===== config.mk =====
export PLATFORM = sky130hd
export DESIGN_NAME = fft16_frame_ctrl
export DESIGN_NICKNAME = d
export VERILOG_FILES = /design/src/rtl/fft_pkg.sv /design/src/rtl/fft_frame_buf.sv /design/src/rtl/fft16_frame_ctrl.sv
export SDC_FILE = /design/constraint.sdc
export NUM_CORES = 2
export LEC_CHECK = 0
export ABC_AREA = 1
export BUFFER_PORTS_ARGS = -buffer_cell sky130_fd_sc_hd__buf_4
export CAP_MARGIN = 0
export CORE_AREA = 5 5 678 680
export CTS_CLUSTER_DIAMETER = 100
export DETAILED_ROUTE_END_ITERATION = 10
export DIE_AREA = 0 0 683 685
export MAX_ROUTING_LAYER = met4
export SLEW_MARGIN = 25
export SYNTH_ARGS = -nofsm -noshare
export SYNTH_HDL_FRONTEND = slang
export SYNTH_SLANG_ARGS = --single-unit
export TNS_END_PERCENT = 100

===== constraint.sdc =====
create_clock -name clk -period 2.55 [get_ports clk]
set_clock_uncertainty 0.2 [all_clocks]
set_input_delay 0.255 -clock clk [delete_from_list [all_inputs] [get_ports clk]]
set_output_delay 0.255 -clock clk [all_outputs]
set_load 0.1 [all_outputs]

===== src/rtl/fft_pkg.sv =====
// Shared types and helpers for the 16-point FFT frame controller.
package fft_pkg;

  localparam int unsigned DEF_DATA_WIDTH = 16;
  localparam int unsigned DEF_POW        = 4;
  localparam int unsigned N              = 2 ** DEF_POW;
  localparam int unsigned FRAME_W        = DEF_DATA_WIDTH + 8;
  localparam int unsigned RES_W          = FRAME_W + DEF_POW;

  typedef enum logic [1:0] {
    StIdle,
    StLoad,
    StCalc,
    StUnload
  } fft_state_e;

  // Width of a frame-buffer entry: input plus 8 fractional guard bits.
  function automatic int unsigned frame_w(input int unsigned data_width);
    return data_width + 8;
  endfunction

  // Width of a butterfly-chain result: one bit of growth per stage.
  function automatic int unsigned res_w(input int unsigned data_width, input int unsigned pow);
    return data_width + 8 + pow;
  endfunction

  // Reverse the low 'pow' bits of k.
  function automatic logic [31:0] bitrev(input logic [31:0] k, input int unsigned pow);
    logic [31:0] r;
    r = '0;
    for (int unsigned b = 0; b < 32; b++) begin
      if (b < pow) r[pow - 1 - b] = k[b];
    end
    return r;
  endfunction

endpackage


===== src/rtl/fft_frame_buf.sv =====
// N-entry complex register array with single write port and full parallel read.
module fft_frame_buf #(
  parameter int unsigned Width = 24,
  parameter int unsigned Depth = 16,
  parameter int unsigned IdxW  = 4
) (
  input  logic                    clk_i,
  input  logic                    rst_ni,
  input  logic                    we_i,
  input  logic [IdxW-1:0]         idx_i,
  input  logic signed [Width-1:0] wr_r_i,
  input  logic signed [Width-1:0] wr_i_i,
  output logic signed [Width-1:0] rd_r_o [Depth],
  output logic signed [Width-1:0] rd_i_o [Depth]
);

  logic signed [Width-1:0] mem_r_q [Depth];
  logic signed [Width-1:0] mem_i_q [Depth];

  // Storage: cleared on reset, one entry written per enabled cycle.
  always_ff @(posedge clk_i or negedge rst_ni) begin
    if (!rst_ni) begin
      for (int k = 0; k < Depth; k++) begin
        mem_r_q[k] <= '0;
        mem_i_q[k] <= '0;
      end
    end else if (we_i) begin
      mem_r_q[idx_i] <= wr_r_i;
      mem_i_q[idx_i] <= wr_i_i;
    end
  end

  assign rd_r_o = mem_r_q;
  assign rd_i_o = mem_i_q;

endmodule


===== src/rtl/fft16_frame_ctrl.sv =====
// Frame controller around a combinational FFT butterfly chain: collects one frame of
// samples, holds it steady for a multicycle settle window, captures the results and
// streams them out in natural order.
module fft16_frame_ctrl
  import fft_pkg::*;
#(
  parameter int unsigned DATA_WIDTH  = DEF_DATA_WIDTH,
  parameter int unsigned POW         = DEF_POW,
  parameter int unsigned CALC_CYCLES = 4
) (
  input  logic                             clk,
  input  logic                             rst_n,
  input  logic                             sink_valid,
  output logic                             sink_ready,
  input  logic                             sink_sop,
  input  logic signed [DATA_WIDTH-1:0]     sink_r,
  input  logic signed [DATA_WIDTH-1:0]     sink_i,
  output logic signed [DATA_WIDTH+7:0]     fft_r [2**POW],
  output logic signed [DATA_WIDTH+7:0]     fft_i [2**POW],
  input  logic signed [DATA_WIDTH+POW+7:0] res_r [2**POW],
  input  logic signed [DATA_WIDTH+POW+7:0] res_i [2**POW],
  output logic                             source_valid,
  input  logic                             source_ready,
  output logic                             source_sop,
  output logic                             source_eop,
  output logic signed [DATA_WIDTH+POW+7:0] source_r,
  output logic signed [DATA_WIDTH+POW+7:0] source_i,
  output logic                             busy,
  output logic                             err
);

  localparam int unsigned Npts   = 2 ** POW;
  localparam int unsigned FrameW = frame_w(DATA_WIDTH);
  localparam int unsigned ResW   = res_w(DATA_WIDTH, POW);
  localparam int unsigned CntW   = (CALC_CYCLES > 1) ? $clog2(CALC_CYCLES) : 1;

  fft_state_e              state_q;
  logic [POW-1:0]          wr_idx_q;
  logic [POW-1:0]          out_k_q;
  logic [POW-1:0]          rev_k;
  logic [CntW-1:0]         calc_cnt_q;
  logic signed [ResW-1:0]  res_buf_r_q [Npts];
  logic signed [ResW-1:0]  res_buf_i_q [Npts];
  logic                    src_valid_q, src_sop_q, src_eop_q, err_q;
  logic signed [ResW-1:0]  src_r_q, src_i_q;

  logic                    accept;
  logic                    calc_done;
  logic                    buf_we;
  logic [POW-1:0]          buf_idx;
  logic signed [FrameW-1:0] wr_r, wr_i;

  assign sink_ready = (state_q == StIdle) || (state_q == StLoad);
  assign accept     = sink_valid && sink_ready;
  assign calc_done  = (state_q == StCalc) && (calc_cnt_q == CntW'(CALC_CYCLES - 1));
  assign rev_k      = POW'(bitrev(32'(out_k_q), POW));

  // Frame-buffer write decode; a start-of-packet always lands at index 0.
  always_comb begin
    buf_we  = 1'b0;
    buf_idx = wr_idx_q;
    wr_r    = {sink_r, 8'h00};
    wr_i    = {sink_i, 8'h00};
    if (accept) begin
      unique case (state_q)
        StIdle: begin
          buf_we  = sink_sop;
          buf_idx = '0;
        end
        StLoad: begin
          buf_we  = 1'b1;
          buf_idx = sink_sop ? '0 : wr_idx_q;
        end
        default: ;
      endcase
    end
  end

  fft_frame_buf #(
    .Width (FrameW),
    .Depth (Npts),
    .IdxW  (POW)
  ) u_frame_buf (
    .clk_i  (clk),
    .rst_ni (rst_n),
    .we_i   (buf_we),
    .idx_i  (buf_idx),
    .wr_r_i (wr_r),
    .wr_i_i (wr_i),
    .rd_r_o (fft_r),
    .rd_i_o (fft_i)
  );

  // Result capture at the end of the settle window.
  always_ff @(posedge clk or negedge rst_n) begin
    if (!rst_n) begin
      for (int k = 0; k < Npts; k++) begin
        res_buf_r_q[k] <= '0;
        res_buf_i_q[k] <= '0;
      end
    end else if (calc_done) begin
      for (int k = 0; k < Npts; k++) begin
        res_buf_r_q[k] <= res_r[k];
        res_buf_i_q[k] <= res_i[k];
      end
    end
  end

  // Main FSM with counters and registered output stage.
  always_ff @(posedge clk or negedge rst_n) begin
    if (!rst_n) begin
      state_q     <= StIdle;
      wr_idx_q    <= '0;
      calc_cnt_q  <= '0;
      out_k_q     <= '0;
      src_valid_q <= 1'b0;
      src_sop_q   <= 1'b0;
      src_eop_q   <= 1'b0;
      src_r_q     <= '0;
      src_i_q     <= '0;
      err_q       <= 1'b0;
    end else begin
      err_q <= 1'b0;
      unique case (state_q)
        StIdle: begin
          if (accept) begin
            if (sink_sop) begin
              state_q  <= StLoad;
              wr_idx_q <= POW'(1);
            end else begin
              err_q <= 1'b1;
            end
          end
        end
        StLoad: begin
          if (accept) begin
            if (sink_sop) begin
              err_q    <= 1'b1;
              wr_idx_q <= POW'(1);
            end else if (&wr_idx_q) begin
              state_q    <= StCalc;
              wr_idx_q   <= '0;
              calc_cnt_q <= '0;
            end else begin
              wr_idx_q <= wr_idx_q + POW'(1);
            end
          end
        end
        StCalc: begin
          if (calc_done) begin
            state_q    <= StUnload;
            calc_cnt_q <= '0;
            out_k_q    <= '0;
          end else begin
            calc_cnt_q <= calc_cnt_q + CntW'(1);
          end
        end
        StUnload: begin
          if (src_valid_q && source_ready && src_eop_q) begin
            state_q     <= StIdle;
            src_valid_q <= 1'b0;
            src_sop_q   <= 1'b0;
            src_eop_q   <= 1'b0;
            out_k_q     <= '0;
          end else if (!src_valid_q || source_ready) begin
            // Output register is empty or being drained: present the next bin.
            src_valid_q <= 1'b1;
            src_r_q     <= res_buf_r_q[rev_k];
            src_i_q     <= res_buf_i_q[rev_k];
            src_sop_q   <= (out_k_q == '0);
            src_eop_q   <= &out_k_q;
            out_k_q     <= out_k_q + POW'(1);
          end
        end
        default: state_q <= StIdle;
      endcase
    end
  end

  assign source_valid = src_valid_q;
  assign source_sop   = src_sop_q;
  assign source_eop   = src_eop_q;
  assign source_r     = src_r_q;
  assign source_i     = src_i_q;
  assign busy         = (state_q != StIdle);
  assign err          = err_q;

endmodule


==> results.py <==
metrics = {
    "status": {
        "status": "finished with violations",
        "violations": "negative setup slack",
    },
    "grt": {
        "use_met2": 0.290,
        "grt_util_met1": 0.149,
        "gr-usage-all-layers": 0.160,
        "grt_max_degree": 101,
        "grt_pass1_vias": 67542,
        "use_met3": 0.0333,
        "gr-total-overflow": 0,
        "busiest_layer": "met2",
        "antenna_found_initial": 196,
        "grt_pass1_wl_microns": 519000,
    },
    "clock_network": {
        "tritoncts": "done",
        "cts.clk_slew.worst_paths_ps": 60,
        "cts-root-buf": "clkbuf_16",
        "cts_sinks": 1480,
        "cts.htree.levels": 4,
        "cts_buffers": 181,
        "ctsLongestPathBuffers": 4,
        "worstSkewPairLatency_ps": 910,
    },
    "pwr": {
        "ir_drop_mv": 1.02,
        "sequentialPowerShare": 0.325,
        "intPower_w": 0.0666,
        "clkPwrFrac": 0.227,
        "p_leak_nw": 50.3,
        "p_per_area_mw_per_mm2": 1100,
        "switching_share": 0.454,
        "combPwrFrac": 0.448,
        "p_switching_w": 0.0553,
    },
    "floorplan": {
        "core-area_sq_mm": 0.454,
        "die_h_microns": 685,
        "fp.dieW_microns": 683,
        "start_util": 0.143,
        "ios": 1763,
        "rows": 248,
        "die-area_sq_mm": 0.468,
    },
    "yosys": {
        "synth_seq_cells": 1480,
        "yosys.area.top_type": "dfrtp_1",
        "yosysSeqAreaShare": 0.569,
        "synthesis.area_sq_mm": 0.0651,
        "synth_area_leaders": "dfrtp_1 (57%), mux2_2 (14%), nand2_1 (10%)",
        "synthArstFlopShare": 1.00,
        "synth_enable_flop_cells": 0,
        "avgSynthCellArea_sq_um": 10.1,
        "synth_flop_cell": "dfrtp_1",
        "yosys_warnings": 0,
        "syn_inst": 6476,
        "synth_cell_type_count": 30,
        "yosysTopAreaCellShare": 0.569,
    },
    "placement": {
        "dp_cells": 13876,
        "dp_hpwl_microns": 269000,
        "port-buffer-count": 1506,
        "gp_congestion": 0.885,
        "dp_slack_ps": -249,
    },
    "drt": {
        "drt-total-wl_microns": 384000,
        "ant_nets": 0,
        "drt-initial-drc-count": 5295,
        "drcViolationCount": 0,
        "firstDrtPassIters": 7,
        "vias": 64938,
        "wl_per_cell_microns": 23.7,
        "vias_per_cell": 4.00,
    },
    "critical_path": {
        "crit_chain": "inv_8 > buf_12 > buf_4 > nand2_1 > nand3_1 > nand3_1 > nand2_1 > buf_12 > nand2_1 > buf_12 > a21oi_1",
        "start_kind": "flop",
        "crit-reg2reg-launch": "out_k_q[3]$_DFFE_PN0P_",
        "path_max_fanout": 12,
        "arrival_ps": 3250,
        "max_stage_delay_ps": 550,
        "path_class": "flop to flop",
        "r2r_slack_ps": -70,
        "timing.rr.end": "source_i[19]$_DFFE_PN0P_",
        "rr_worst_depth": 11,
        "endpoint_kind": "flop",
        "critical-path-slowest-cell": "dfrtp_4",
        "cp.required_ps": 3190,
    },
    "timing": {
        "fmax_mhz": 382,
        "slew_headroom": 0.460,
        "hold_slack_ps": 60.1,
        "drv_slew": 0,
        "setup_ws_ps": -67.7,
        "final-hold-violation-count": 0,
        "finalCritPeriodShare": 1.03,
        "setup_viol": 1,
        "period_minus_slack_ps": 2620,
        "setup_tns_ps": -67.7,
        "rsz0062_at_grt": "yes",
        "tightest_slew_ps": 810,
    },
    "layout": {
        "fillers": 47211,
        "regArea_sq_mm": 0.0371,
        "layout_commonest_cell": "dlygate4sd3_1",
        "multi_input_area_sq_mm": 0.0250,
        "drive_above_1_share": 0.307,
        "layout.cells.non_filler": 16226,
        "nNetsFinal": 10799,
        "mostFrequentLayoutCells": "dlygate4sd3_1 (1788), nand2_1 (1718), buf_4 (1713)",
        "syn_to_final_growth_pct": 69.6,
    },
    "worst_hold_path": {
        "worstHoldPathCells": 3,
        "min_path_type": "primary input to flop",
        "holdPathEnd": "res_buf_r_q[445]$_DFFE_PN0P_",
        "holdCritStartpoint": "res_r[445]",
    },
    "job": {
        "max-cap-violations": 0,
    },
}
-- timing repair --
item,CTS,global route
endpoints found under the hold margin,2895,0
gates resized for setup,24,33
buffers inserted,1,4
endpoints found under the setup margin,800,349
pin swaps,0,2
gates cloned,1,2
hold buffers,1789,0
-- synth_stat cells (2+ instances only) --
| cell | number |
|---|---|
| buf_1 | 39 |
| nand2_2 | 13 |
| o21ai_1 | 145 |
| clkbuf_1 | 229 |
| dfrtp_1 | 1480 |
| nand2_4 | 2 |
| o21ai_2 | 2 |
| nor2_1 | 300 |
| buf_2 | 170 |
| nand3_2 | 2 |
| nand3_1 | 698 |
| nor3_1 | 2 |
| mux2_2 | 838 |
| nand2_1 | 1728 |
| ha_1 | 10 |
| inv_1 | 112 |
| nor2_4 | 7 |
| inv_2 | 4 |
| o21ai_0 | 280 |
| buf_4 | 258 |
| a21oi_1 | 148 |
-- through the flow --
stage	total power (W)	util	area, sq um
4_1_cts	0.121	0.242	110000
5_1_grt	0.127	0.243	110000
3_3_place_gp	0.0903	0.188	85300
3_5_place_dp	0.0910	0.188	85300
6_report	0.122	0.243	110000
2_1_floorplan	0.0708	-	66000
-- per-layer routing --
metal / routed length (microns) / share of wire
met1: 121000 / 0.32
met2: 202000 / 0.53
met4: 33500 / 0.087
met5: 0 / 0
met3: 27100 / 0.071
-- worst max-delay path by stage --
stage,startpoint,end,slack (ps),cells after the start
5_1_grt,out_k_q[3]$_DFFE_PN0P_,source_i[19]$_DFFE_PN0P_,-120,11
6_report,out_k_q[3]$_DFFE_PN0P_,source_i[19]$_DFFE_PN0P_,-70,11
3_5_place_dp,out_k_q[3]$_DFFE_PN0P_,source_r[8]$_DFFE_PN0P_,-250,10
2_1_floorplan,state_q[0]$_DFFE_PN0P_,err$_DFF_PN0_,180,6
3_3_place_gp,out_k_q[3]$_DFFE_PN0P_,source_r[8]$_DFFE_PN0P_,-270,10
4_1_cts,state_q[1]$_DFFE_PN0P_,sink_ready,-150,5
-- power groups by stage --
stage          Sequential [W]  Clock (W)  Combinational, W
6_report               0.0396     0.0276            0.0546
5_1_grt                0.0404     0.0291            0.0577
3_3_place_gp           0.0389          0            0.0514
3_5_place_dp           0.0392          0            0.0519
2_1_floorplan          0.0526          0            0.0182
4_1_cts                0.0388     0.0281            0.0545
-- sequential cells by signal, indices dropped and copies added, names as in the netlist --
signal	flops
source_r	28
calc_cnt_q	2
source_valid	1
wr_idx_q	4
source_sop	1
err	1
state_q	2
u_frame_buf.rd_r_o	256
res_buf_r_q	448
u_frame_buf.rd_i_o	256
res_buf_i_q	448
source_i	28
source_eop	1
out_k_q	4
-- worst max-delay path: cells and delay by family, from the launching register on --
family / cells / cell delay [ps]
DFF: 1 / 550
and+or+nand+nor: 5 / 820
AOI/OAI and AO/OA: 1 / 130
buffers and inverters: 5 / 800
-- final cells by class --
class                           instances  share of cell area
Antenna cell                          222             0.00503
Clock buffer                          247              0.0475
Clock inverter                         84             0.00956
Inverter                              117             0.00418
Multi-Input combinational cell       4438               0.226
Sequential cell                      1480               0.336
Tap cell                             6000              0.0680
Timing Repair Buffer                 3638               0.304
-- cells by family after synthesis --
kind of cell	after synthesis	synth area share
xor gates and xnor gates	1	0.000135
adders and majority gates	10	0.00192
and+or+nand+nor	2755	0.174
buffers and inverters	813	0.0650
DFF	1480	0.569
AOI/OAI and AO/OA	578	0.0447
muxes	838	0.145
other	1	0.0000576
Note: power is estimated with default switching activity, not from simulation.
